<file path="src/rtl/vga_pkg.sv">
// Shared VGA mode constants, sync polarity encodings and timing helpers.
package vga_pkg;

  // Sync polarity encodings for H_POL / V_POL.
  localparam int unsigned SYNC_ACTIVE_LOW  = 0;
  localparam int unsigned SYNC_ACTIVE_HIGH = 1;

  // 640x480@60: 25 MHz pixel rate from a 100 MHz system clock.
  localparam int unsigned M640_CLK_DIV = 4;
  localparam int unsigned M640_HD      = 640;
  localparam int unsigned M640_HF      = 16;
  localparam int unsigned M640_HS      = 96;
  localparam int unsigned M640_HB      = 48;
  localparam int unsigned M640_VD      = 480;
  localparam int unsigned M640_VF      = 10;
  localparam int unsigned M640_VS      = 2;
  localparam int unsigned M640_VB      = 33;
  localparam int unsigned M640_H_POL   = SYNC_ACTIVE_LOW;
  localparam int unsigned M640_V_POL   = SYNC_ACTIVE_LOW;

  // 800x600@60: 40 MHz pixel rate, divider assumes an 80 MHz system clock.
  localparam int unsigned M800_CLK_DIV = 2;
  localparam int unsigned M800_HD      = 800;
  localparam int unsigned M800_HF      = 40;
  localparam int unsigned M800_HS      = 128;
  localparam int unsigned M800_HB      = 88;
  localparam int unsigned M800_VD      = 600;
  localparam int unsigned M800_VF      = 1;
  localparam int unsigned M800_VS      = 4;
  localparam int unsigned M800_VB      = 23;
  localparam int unsigned M800_H_POL   = SYNC_ACTIVE_HIGH;
  localparam int unsigned M800_V_POL   = SYNC_ACTIVE_HIGH;

  // Last counter value of a line or frame given its four region lengths.
  function automatic int unsigned calc_max(input int unsigned d, input int unsigned f,
                                           input int unsigned s, input int unsigned b);
    return d + f + s + b - 1;
  endfunction

endpackage

</file>
<file path="src/rtl/vga_sync_delay.sv">
// DEPTH x WIDTH shift register advancing on a clock enable, with a
// parameter-supplied reset value for every stage.
module vga_sync_delay #(
  parameter int unsigned DEPTH = 2,
  parameter int unsigned WIDTH = 8,
  parameter logic [WIDTH-1:0] RST_VAL = '0
) (
  input  logic             clk_100MHz,
  input  logic             reset_n,
  input  logic             en,
  input  logic [WIDTH-1:0] din,
  output logic [WIDTH-1:0] dout
);

  if (DEPTH < 1) begin : g_depth_check
    $error("vga_sync_delay: DEPTH must be at least 1");
  end

  logic [WIDTH-1:0] sr [DEPTH];

  // Shift one stage per enable; all stages clear to the inactive value.
  always_ff @(posedge clk_100MHz or negedge reset_n) begin
    if (!reset_n) begin
      for (int i = 0; i < DEPTH; i++) sr[i] <= RST_VAL;
    end else if (en) begin
      sr[0] <= din;
      for (int i = 1; i < DEPTH; i++) sr[i] <= sr[i-1];
    end
  end

  assign dout = sr[DEPTH-1];

endmodule

</file>
<file path="src/rtl/vga_timing_gen.sv">
// Parametrised VGA timing generator: pixel clock enable, raw h/v counters,
// and sync/blank/logical coordinates/strobes delayed to match frame-buffer latency.
module vga_timing_gen
  import vga_pkg::*;
#(
  parameter int unsigned CLK_DIV = M640_CLK_DIV,
  parameter int unsigned HD      = M640_HD,
  parameter int unsigned HF      = M640_HF,
  parameter int unsigned HS      = M640_HS,
  parameter int unsigned HB      = M640_HB,
  parameter int unsigned VD      = M640_VD,
  parameter int unsigned VF      = M640_VF,
  parameter int unsigned VS      = M640_VS,
  parameter int unsigned VB      = M640_VB,
  parameter int unsigned H_POL   = M640_H_POL,
  parameter int unsigned V_POL   = M640_V_POL,
  parameter int unsigned X_SCALE = 4,
  parameter int unsigned Y_SCALE = 4,
  parameter int unsigned PIPE    = 2,
  parameter int unsigned CW      = 11
) (
  input  logic          clk_100MHz,
  input  logic          reset_n,
  input  logic          enable,
  output logic          p_tick,
  output logic [CW-1:0] h_count,
  output logic [CW-1:0] v_count,
  output logic          hsync,
  output logic          vsync,
  output logic          video_on,
  output logic [CW-1:0] x,
  output logic [CW-1:0] y,
  output logic          frame_start,
  output logic          line_end
);

  localparam int unsigned HMAX     = calc_max(HD, HF, HS, HB);
  localparam int unsigned VMAX     = calc_max(VD, VF, VS, VB);
  localparam int unsigned HS_START = HD + HF;
  localparam int unsigned HS_END   = HD + HF + HS - 1;
  localparam int unsigned VS_START = VD + VF;
  localparam int unsigned VS_END   = VD + VF + VS - 1;
  localparam int unsigned DW       = $clog2(CLK_DIV);
  localparam int unsigned XSW      = (X_SCALE > 1) ? $clog2(X_SCALE) : 1;
  localparam int unsigned YSW      = (Y_SCALE > 1) ? $clog2(Y_SCALE) : 1;
  localparam logic        H_ACT    = 1'(H_POL);
  localparam logic        V_ACT    = 1'(V_POL);
  localparam logic        H_IDLE   = ~H_ACT;
  localparam logic        V_IDLE   = ~V_ACT;

  if ((HMAX >> CW) != 0 || (VMAX >> CW) != 0) begin : g_cw_check
    $error("vga_timing_gen: HMAX/VMAX overflow CW bits");
  end
  if (CLK_DIV < 2 || PIPE > 8 || X_SCALE < 1 || Y_SCALE < 1) begin : g_param_check
    $error("vga_timing_gen: CLK_DIV/PIPE/X_SCALE/Y_SCALE out of range");
  end

  typedef struct packed {
    logic          hsync;
    logic          vsync;
    logic          video_on;
    logic          frame_start;
    logic          line_end;
    logic [CW-1:0] x;
    logic [CW-1:0] y;
  } timing_t;

  localparam timing_t TIMING_RST = '{hsync: H_IDLE, vsync: V_IDLE, video_on: 1'b0,
                                     frame_start: 1'b0, line_end: 1'b0, x: '0, y: '0};

  logic [DW-1:0]  div;
  logic           tick_c;
  logic           h_wrap_c;
  logic           v_wrap_c;
  logic [XSW-1:0] xs;
  logic [YSW-1:0] ys;
  logic [CW-1:0]  x_cnt;
  logic [CW-1:0]  y_cnt;
  logic           loaded_q;
  timing_t        stage_c;
  timing_t        stage_q;
  timing_t        delayed;

  assign tick_c   = enable && (div == DW'(CLK_DIV - 1));
  assign p_tick   = tick_c;
  assign h_wrap_c = (h_count == CW'(HMAX));
  assign v_wrap_c = (v_count == CW'(VMAX));

  // Pixel-rate divider; frozen while enable is low.
  always_ff @(posedge clk_100MHz or negedge reset_n) begin
    if (!reset_n)    div <= '0;
    else if (enable) div <= tick_c ? '0 : div + 1'b1;
  end

  // Raw raster counters: v advances on the h wrap.
  always_ff @(posedge clk_100MHz or negedge reset_n) begin
    if (!reset_n) begin
      h_count <= '0;
      v_count <= '0;
    end else if (tick_c) begin
      if (h_wrap_c) begin
        h_count <= '0;
        v_count <= v_wrap_c ? '0 : v_count + 1'b1;
      end else begin
        h_count <= h_count + 1'b1;
      end
    end
  end

  // Logical coordinate sub-counters; x tracks floor(h/X_SCALE), y floor(v/Y_SCALE).
  always_ff @(posedge clk_100MHz or negedge reset_n) begin
    if (!reset_n) begin
      xs    <= '0;
      x_cnt <= '0;
      ys    <= '0;
      y_cnt <= '0;
    end else if (tick_c) begin
      if (h_wrap_c) begin
        xs    <= '0;
        x_cnt <= '0;
        if (v_wrap_c) begin
          ys    <= '0;
          y_cnt <= '0;
        end else if (ys == YSW'(Y_SCALE - 1)) begin
          ys    <= '0;
          y_cnt <= y_cnt + 1'b1;
        end else begin
          ys <= ys + 1'b1;
        end
      end else if (xs == XSW'(X_SCALE - 1)) begin
        xs    <= '0;
        x_cnt <= x_cnt + 1'b1;
      end else begin
        xs <= xs + 1'b1;
      end
    end
  end

  // Decode the current raster position into the timing payload.
  always_comb begin
    stage_c             = TIMING_RST;
    stage_c.hsync       = (h_count >= CW'(HS_START) && h_count <= CW'(HS_END)) ? H_ACT : H_IDLE;
    stage_c.vsync       = (v_count >= CW'(VS_START) && v_count <= CW'(VS_END)) ? V_ACT : V_IDLE;
    stage_c.video_on    = (h_count < CW'(HD)) && (v_count < CW'(VD));
    stage_c.frame_start = (h_count == '0) && (v_count == '0);
    stage_c.line_end    = h_wrap_c;
    stage_c.x           = x_cnt;
    stage_c.y           = y_cnt;
  end

  // Timing stage (one pixel of latency) and the strobe qualifier.
  always_ff @(posedge clk_100MHz or negedge reset_n) begin
    if (!reset_n) begin
      stage_q  <= TIMING_RST;
      loaded_q <= 1'b0;
    end else begin
      loaded_q <= tick_c;
      if (tick_c) stage_q <= stage_c;
    end
  end

  if (PIPE == 0) begin : g_no_pipe
    assign delayed = stage_q;
  end else begin : g_pipe
    vga_sync_delay #(
      .DEPTH  (PIPE),
      .WIDTH  ($bits(timing_t)),
      .RST_VAL(TIMING_RST)
    ) u_delay (
      .clk_100MHz(clk_100MHz),
      .reset_n   (reset_n),
      .en        (tick_c),
      .din       (stage_q),
      .dout      (delayed)
    );
  end

  assign hsync       = delayed.hsync;
  assign vsync       = delayed.vsync;
  assign video_on    = delayed.video_on;
  assign x           = delayed.x;
  assign y           = delayed.y;
  // Strobes last only the clk right after the final stage loads.
  assign frame_start = delayed.frame_start & loaded_q;
  assign line_end    = delayed.line_end & loaded_q;

endmodule

</file>
<file path="config.mk">
export PLATFORM = sky130hd
export DESIGN_NAME = vga_timing_gen
export DESIGN_NICKNAME = d
export VERILOG_FILES = /design/src/rtl/vga_pkg.sv /design/src/rtl/vga_sync_delay.sv /design/src/rtl/vga_timing_gen.sv
export SDC_FILE = /design/constraint.sdc
export NUM_CORES = 1
export LEC_CHECK = 0
export BUFFER_PORTS_ARGS = -buffer_cell sky130_fd_sc_hd__clkbuf_2
export CAP_MARGIN = 30
export CORE_MARGIN = 1.5
export CORE_UTILIZATION = 45
export CTS_CLUSTER_SIZE = 28
export DETAILED_ROUTE_END_ITERATION = 10
export SLEW_MARGIN = 20
export SYNTH_ARGS = -nofsm -noshare
export SYNTH_HDL_FRONTEND = slang
export SYNTH_SLANG_ARGS = --single-unit
</file>
<file path="constraint.sdc">
create_clock -name clk_100MHz -period 2.3 [get_ports clk_100MHz]
set_input_delay 0.115 -clock clk_100MHz [delete_from_list [all_inputs] [get_ports clk_100MHz]]
set_output_delay 0.115 -clock clk_100MHz [all_outputs]
set_load 0.005 [all_outputs]
</file>
==> key figures, run 1 <==
Outcome
  – Status: complete, no violations

Worst setup path
  – FF-to-FF path depth: 6
  – Crit path kind: reg -> reg
  – End of the worst register-to-register path: y_cnt[1]$_DFFE_PN0P_
  – Critical path data arrival time: ~2400 ps
  – Worst Path Max Fanout: 15
  – Type of destination of the critical path: flop
  – Reg-to-reg slack, setup: ~260 ps
  – Setup crit start kind: flop
  – Critical R2R Launch: h_count[1]$_DFFE_PN0P_
  – CP required: roughly 2700 ps

Yosys
  – Synth async-reset ratio: 100%
  – XOR/XNOR share of the synthesized area: between 1.5 and 2%
  – Multiplexer share of the synthesized area: ~1.5%
  – Syn Inst Count: between 600 and 700
  – Area contributors post-synth: dfrtp_1 52%, nand2_1 16%, buf_4 3.2%
  – Post-synthesis compound-gate area fraction: 7.68%
  – Yosys cell types: a little under 60
  – Synth area leader: dfrtp_1
  – Top cell type's share of synthesized area: between 50 and 60%
  – Yosys Warn Count: 0
  – Mapped Area: between 6000 and 7000 um^2
  – Post-synth EDFFs: 0
  – Syn Nets: about 670
  – Simple-Gate Fraction of Synth Area: a little over a quarter
  – Post-Synth Adder-Cell Area: under 10%
  – Mean post-synth cell area: ~9.3 um^2
  – Largest family of logic cells by synthesized area: simple AND/OR/NAND/NOR gates
  – FF+latch count, synth: 132
  – Sequential area share after synthesis: 54.2%
  – Most used flip-flop cell after synthesis: dfrtp_1

Timing
  – Max Clock Skew: 4.80 ps
  – Max frequency: 490 MHz
  – Final setup viols: 0
  – Rel. slew slack: between 40% and 50%
  – Worst hold slack: 311 ps
  – Tmin final: about 2000 ps
  – Fin. max-slew vios: 0
  – Final setup TNS: 0 ps
  – RSZ-0062 raised after global routing: no
  – Tcrit/Tclk final: about nine tenths
  – Final Hold Fails: 0
  – Slew at the pin closest to its max-slew limit: 765 ps

Drt
  – Drt initial violations: roughly 340
  – Metal2 WL: about 5.6 mm
  – Routed WL: 12.3 mm
  – Via density: between 5 and 6
  – Post-DR wirelength/cell: 13.9 um
  – # DRC: 0
  – Highest metal used: met4
  – Met1 WL: ~6.2 mm
  – WL met3: 460 um
  – Vias: roughly 4600
  – Antenna Nets Post-Route: 0
  – DR pass1 iterations: 4

Flow run
  – Max cap viols: 0

Floorplanning
  – Die H: ~120 um
  – Num rows: 42
  – Core region area: approximately 13000 um^2
  – Initial core utilization: around 46%
  – Die X: 120 um
  – Io pins: 53
  – DIE AREA: 14300 um^2

Pwr
  – Leakage power: ~3.7 nW
  – Peak VDD IR: between 0.3 and 0.4 mV
  – Power Density: between 800 and 900 nW/um^2

Placement
  – Number of port buffers: between 50 and 60
  – Placed cell area: roughly 6500 um^2
  – RD Place Congestion: 0.854
  – DP HPWL: 8.09 mm

Cells and area
  – Area of the multi-input gates: about 2400 um^2
  – Utilization after layout: a little over half
  – FILL cells: 1248
  – Area Growth Syn to Fin: 15.4%
  – Finished Cell Area: 7050 um^2
  – Reg area: roughly 3300 um^2
  – Diodes inserted: 0
  – Nets: approximately 710
  – Fraction of layout cells with a size suffix above 1: ~17%

Hold path
  – Hold WC Path Type: in -> async

CTS
  – Root buffer cell: clkbuf_16
  – Clock tree from TritonCTS: done
  – Num Clock Sinks: ~130
  – TritonCTS Buffers: 17
  – Clock Latency Late Sink: between 400 and 500 ps
  – H-tree level count: 4
  – Longest Clk Path Bufs: 2
  – Clk slew on worst S/H paths: 60 ps

Global route
  – GRT overflow: 0
  – Initial antenna violation count: 0
  – First-pass GRT wire length: ~21 mm
  – Vias in the first global route: between 4000 and 5000
  – All-Layer GR Usage: 18.7%
  – Largest net degree at the start of global routing: 58
==> critical path: stages, from the launching register on <==
cell      delay [ps]
dfrtp_1          420
ha_1             200
and4bb_1         320
nand4_4          260
buf_4            240
nor2_1           310
a32o_1           220
==> registers in the layout (all words and copies together) (netlist names) <==
name,flops
div,2
g_pipe.u_delay.dout,27
g_pipe.u_delay.sr,27
h_count,11
loaded_q,1
stage_q,27
v_count,11
x_cnt,11
xs,2
y_cnt,11
ys,2
==> timing repair <==
action	in CTS	in global routing
buffers inserted	0	0
endpoints found under the hold margin	48	0
endpoints found under the setup margin	0	2
hold buffers	2	0
resized for setup	0	1
==> routing by layer <==
| layer | vias to the layer above | global-route usage, % |
|---|---|---|
| met4 | 0 | 7.14 |
| met2 | 99 | 27.8 |
| li1 | 2269 | - |
| met5 | - | 0 |
| met3 | 8 | 4.33 |
| met1 | 2174 | 26.6 |
==> cell usage in the layout (no fill, tap or decap), types with 6 or more instances in the layout <==
| cell type | n |
|---|---|
| o21ai_0 | 18 |
| dfrtp_1 | 126 |
| a21o_1 | 10 |
| nor3_1 | 6 |
| mux2i_1 | 7 |
| nand2_1 | 260 |
| inv_1 | 9 |
| dfstp_2 | 6 |
| or3_1 | 8 |
| a22o_1 | 10 |
| buf_4 | 21 |
| and4_1 | 8 |
| xor2_1 | 8 |
| clkbuf_16 | 17 |
| clkbuf_2 | 51 |
| nand4_1 | 13 |
| nor2_1 | 21 |
| ha_1 | 10 |
| nand3_1 | 15 |
| a21oi_1 | 9 |
==> cell usage after synthesis (9+ instances only) <==
cell        n
o21ai_0    18
clkbuf_1   15
dfrtp_1   126
a21o_1     10
ha_1       10
a21oi_1     9
a22o_1     10
nand2_1   261
nand3_1    15
buf_4      26
nand4_1    13
nor2_1     21
inv_1      10
==> metrics by stage <==
step	total power [W]	setup WS, ps	cells
3_3_place_gp	0.00357	241	853
6_report	0.00615	261	886
3_5_place_dp	0.00360	109	853
2_1_floorplan	0.00328	456	658
4_1_cts	0.00623	96.5	886
5_1_grt	0.00648	139	886
==> logic make-up (layout without fill, tap and decap cells) <==
kind of cell / count (synthesis) / after routing
AND/OR/NAND/NOR: 362 / 362
flip-flops: 132 / 132
AO/OA/AOI/OAI: 68 / 68
buffers and inverters: 65 / 117
XOR/XNOR: 12 / 12
adder cells (fa/ha/maj): 10 / 10
multiplexers: 9 / 9
==> worst max path at each step <==
stage | startpoint | end | slack, ps | cells past startpoint
floorplan | h_count[0]$_DFFE_PN0P_ | y_cnt[10]$_DFFE_PN0P_ | 460 | 7
global placement | h_count[1]$_DFFE_PN0P_ | y_cnt[1]$_DFFE_PN0P_ | 240 | 6
finish | h_count[1]$_DFFE_PN0P_ | y_cnt[1]$_DFFE_PN0P_ | 260 | 6
detailed placement | h_count[1]$_DFFE_PN0P_ | y_cnt[1]$_DFFE_PN0P_ | 110 | 6
CTS | h_count[1]$_DFFE_PN0P_ | y_cnt[1]$_DFFE_PN0P_ | 100 | 6
global route | h_count[1]$_DFFE_PN0P_ | y_cnt[1]$_DFFE_PN0P_ | 140 | 6
==> power by group <==
| part | switching, W | total (W) | internal [W] |
|---|---|---|---|
| clock | 0.000989 | 0.00260 | 0.00161 |
| sequential | 0.000152 | 0.00273 | 0.00258 |
| combinational | 0.000524 | 0.000821 | 0.000297 |
| total | 0.00166 | 0.00615 | 0.00449 |
==> layout make-up <==
| type | instances | area share, % |
|---|---|---|
| inverter | 10 | 0.532 |
| timing repair buffer | 76 | 6.71 |
| sequential | 132 | 46.9 |
| clock buffer | 18 | 6.23 |
| multi-input combinational | 461 | 34.6 |
| clock inverter | 13 | 1.90 |
| tap | 176 | 3.12 |
No activity file was read; power rests on OpenSTA's default activity.
==> inputs of run 2 (changes only) <==
REMOVE_ABC_BUFFERS = 1   (was not set)
clock period = 2.5 ns   (was 2.3 ns; I/O delays follow)
==> run 2 against run 1 <==
First-iteration DRC count increased by 6.8%. Power decreased by 3.7%. Die area unchanged. Global-route usage about the same. Largest power group is now the clock network. Maximum frequency decreased by 5.0%. Highest routed layer unchanged. Sequential cell count unchanged. Clock skew increased by 2.0 ps. Setup slack improved by 92 ps. Non-clock buffer count decreased by 11. Register-to-register slack improved by 90 ps.
==> key figures, run 2 (synthesized netlist as in run 1, its figures left out) <==
Outcome
  – Status: complete, no violations

Placement
  – DP HPWL: 7.84 mm (-3.1%)
  – Placed cell area: 6380 um^2 (-1.0%)
  – Placed Cells: 842 (-1.3%)
  – RD Place Congestion: 0.838 (-1.8%)
  – Number of port buffers: 52 (unchanged)

Timing
  – Slew at the pin closest to its max-slew limit: 540 ps (-225 ps)
  – Tcrit/Tclk final: 85.9% (-2.8 points)
  – Final Hold Fails: 0 (unchanged)
  – Max Clock Skew: 6.77 ps (+1.97 ps)
  – Final setup viols: 0 (unchanged)
  – Final setup TNS: 0 ps (unchanged)
  – RSZ-0062 raised after global routing: no
  – Tmin final: 2150 ps (+108 ps)
  – Fin. max-slew vios: 0 (unchanged)
  – Max frequency: 466 MHz (-5.0%)
  – Rel. slew slack: 64.0% (+15 points)

Cells and area
  – Nets: 700 (-1.5%)
  – Fraction of layout cells with a size suffix above 1: 16.0% (-1.2 points)
  – Area Growth Syn to Fin: 15.4% (about the same)
  – Commonest non-fill, non-tap cell in the layout: nand2_1
  – Commonest non-fill, non-tap cells in the layout: 260 x nand2_1, 126 x dfrtp_1, 51 x clkbuf_2
  – Finished Cell Area: 7050 um^2 (about the same)
  – FILL cells: 1283 (+2.8%)
  – Utilization after layout: 53.2% (about the same)
  – Non-Filler Instances: 876 (-1.1%)
  – Diodes inserted: 0 (unchanged)

Worst setup path
  – Reg-to-reg slack, setup: 350 ps (+90 ps)
  – Type of destination of the critical path: flop
  – CP required: 2800 ps (+150 ps)
  – Critical Path Max Stage Delay: 470 ps (+50 ps)
  – Critical R2R Launch: v_count[0]$_DFFE_PN0P_
  – Critical path data arrival time: 2450 ps (+60 ps)
  – FF-to-FF path depth: 6 (unchanged)
  – Critical path's top delay family: simple AND/OR/NAND/NOR gates
  – Worst path bufs/invs: 1 (unchanged)
  – End of the worst register-to-register path: y_cnt[10]$_DFFE_PN0P_
  – Crit path kind: reg -> reg
  – CP endpoint: y_cnt[10]$_DFFE_PN0P_
  – Critical Path Start: v_count[0]$_DFFE_PN0P_
  – Setup crit start kind: flop
  – Worst path slowest cell: and3_1
  – CP cell instances: inv_1 > ha_1 > nor4b_4 > and3_1 > nor2_1 > a221o_1
  – Worst path depth: 6 (unchanged)
  – Worst Path Max Fanout: 11 (-4)

CTS
  – Clk slew on worst S/H paths: 60 ps (about the same)
  – TritonCTS Buffers: 17 (unchanged)
  – H-tree level count: 4 (unchanged)
  – Num Clock Sinks: 132 (unchanged)
  – Root buffer cell: clkbuf_16
  – PostCTS Resize Cnt: 0 (unchanged)
  – Clock tree from TritonCTS: done
  – Clock Latency Late Sink: 420 ps (about the same)
  – Longest Clk Path Bufs: 2 (unchanged)

Hold path
  – Hold WC Path Type: in -> async

Drt
  – Routed WL: 12.4 mm (+1.0%)
  – Vias: 4505 (-0.99%)
  – Antenna Nets Post-Route: 0 (unchanged)
  – Post-DR wirelength/cell: 14.2 um (+2.2%)
  – # DRC: 0 (unchanged)
  – Via density: 5.14 (+0.14%)
  – DR pass1 iterations: 4 (unchanged)
  – Drt initial violations: 359 (+6.8%)

Floorplanning
  – Die H: 120 um (unchanged)
  – Die X: 120 um (unchanged)
  – Io pins: 53 (unchanged)
  – Num rows: 42 (unchanged)
  – DIE AREA: 14300 um^2 (unchanged)
  – Core region area: 13200 um^2 (unchanged)
  – Initial core utilization: 46.1% (unchanged)

Global route
  – Initial antenna violation count: 0 (unchanged)
  – Largest net degree at the start of global routing: 92 (+59%)
  – Vias in the first global route: 4351 (-3.6%)
  – First-pass GRT wire length: 21.1 mm (-1.0%)
  – All-Layer GR Usage: 18.7% (about the same)
  – GRT overflow: 0 (unchanged)

Pwr
  – Leakage power: 3.67 nW (+0.24%)
  – Power Density: 841 nW/um^2 (-3.6%)
  – Peak VDD IR: 0.399 mV (+5.9%)

Flow run
  – Max cap viols: 0 (unchanged)
[run 2: changes by cell type in the layout (fill, tap and decap cells not counted), sizes merged]
cell / before / now
buf: 23 / 12
clkbuf: 69 / 73
clkinvlp: 3 / 0
bufinv: 2 / 4
inv: 12 / 10
[run 2: worst reg2reg max path: stages, from the launching register on]
cell     delay [ps]
dfrtp_1         460
inv_1           130
ha_1            170
nor4b_4         310
and3_1          470
nor2_1          180
a221o_1         320
[run 2: metal layers]
layer  share of wire [%]  wire, um  track usage, %
met4                 1.8       227            7.37
met1                  48      5970            25.6
met2                  46      5760            28.0
met5                   0         0               0
met3                 3.9       485            5.42
[run 2: timing repair]
item	4_1_cts	5_1_grt
hold endpoints to repair	52	0
setup buffers	0	0
hold buffers	2	0
setup endpoints to repair	0	0
[run 2: worst min-delay path by stage]
stage               cells after the start  startpoint                     end  slack, ps
detailed placement                      1     reset_n  v_count[8]$_DFFE_PN0P_        140
global placement                        1     reset_n  v_count[8]$_DFFE_PN0P_        130
global route                            2     reset_n  v_count[5]$_DFFE_PN0P_        280
floorplan                               0     reset_n      div[0]$_DFFE_PN0P_       -170
CTS                                     2     reset_n  v_count[8]$_DFFE_PN0P_        260
finish                                  2     reset_n  v_count[8]$_DFFE_PN0P_        230
[run 2: metrics by stage]
stage	setup slack (ps)	hold WS, ps	power, W
5_1_grt	221	280	0.00622
3_3_place_gp	507	127	0.00327
2_1_floorplan	-2030	-171	0.00294
3_5_place_dp	412	135	0.00330
4_1_cts	397	255	0.00600
6_report	352	233	0.00593
[run 2: layout make-up]
class | instances | area (um^2) | area share (%)
Sequential cell | 132 | 3310 | 47.0
Multi-Input combinational cell | 461 | 2430 | 34.5
Clock buffer | 22 | 494 | 7.01
Timing Repair Buffer | 65 | 407 | 5.77
Tap cell | 176 | 220 | 3.12
Clock inverter | 10 | 150 | 2.13
Inverter | 10 | 37.5 | 0.532
[run 2: where the power goes]
group          switching [W]  internal, W
sequential          0.000158      0.00237
clock               0.000883      0.00179
combinational       0.000460     0.000263
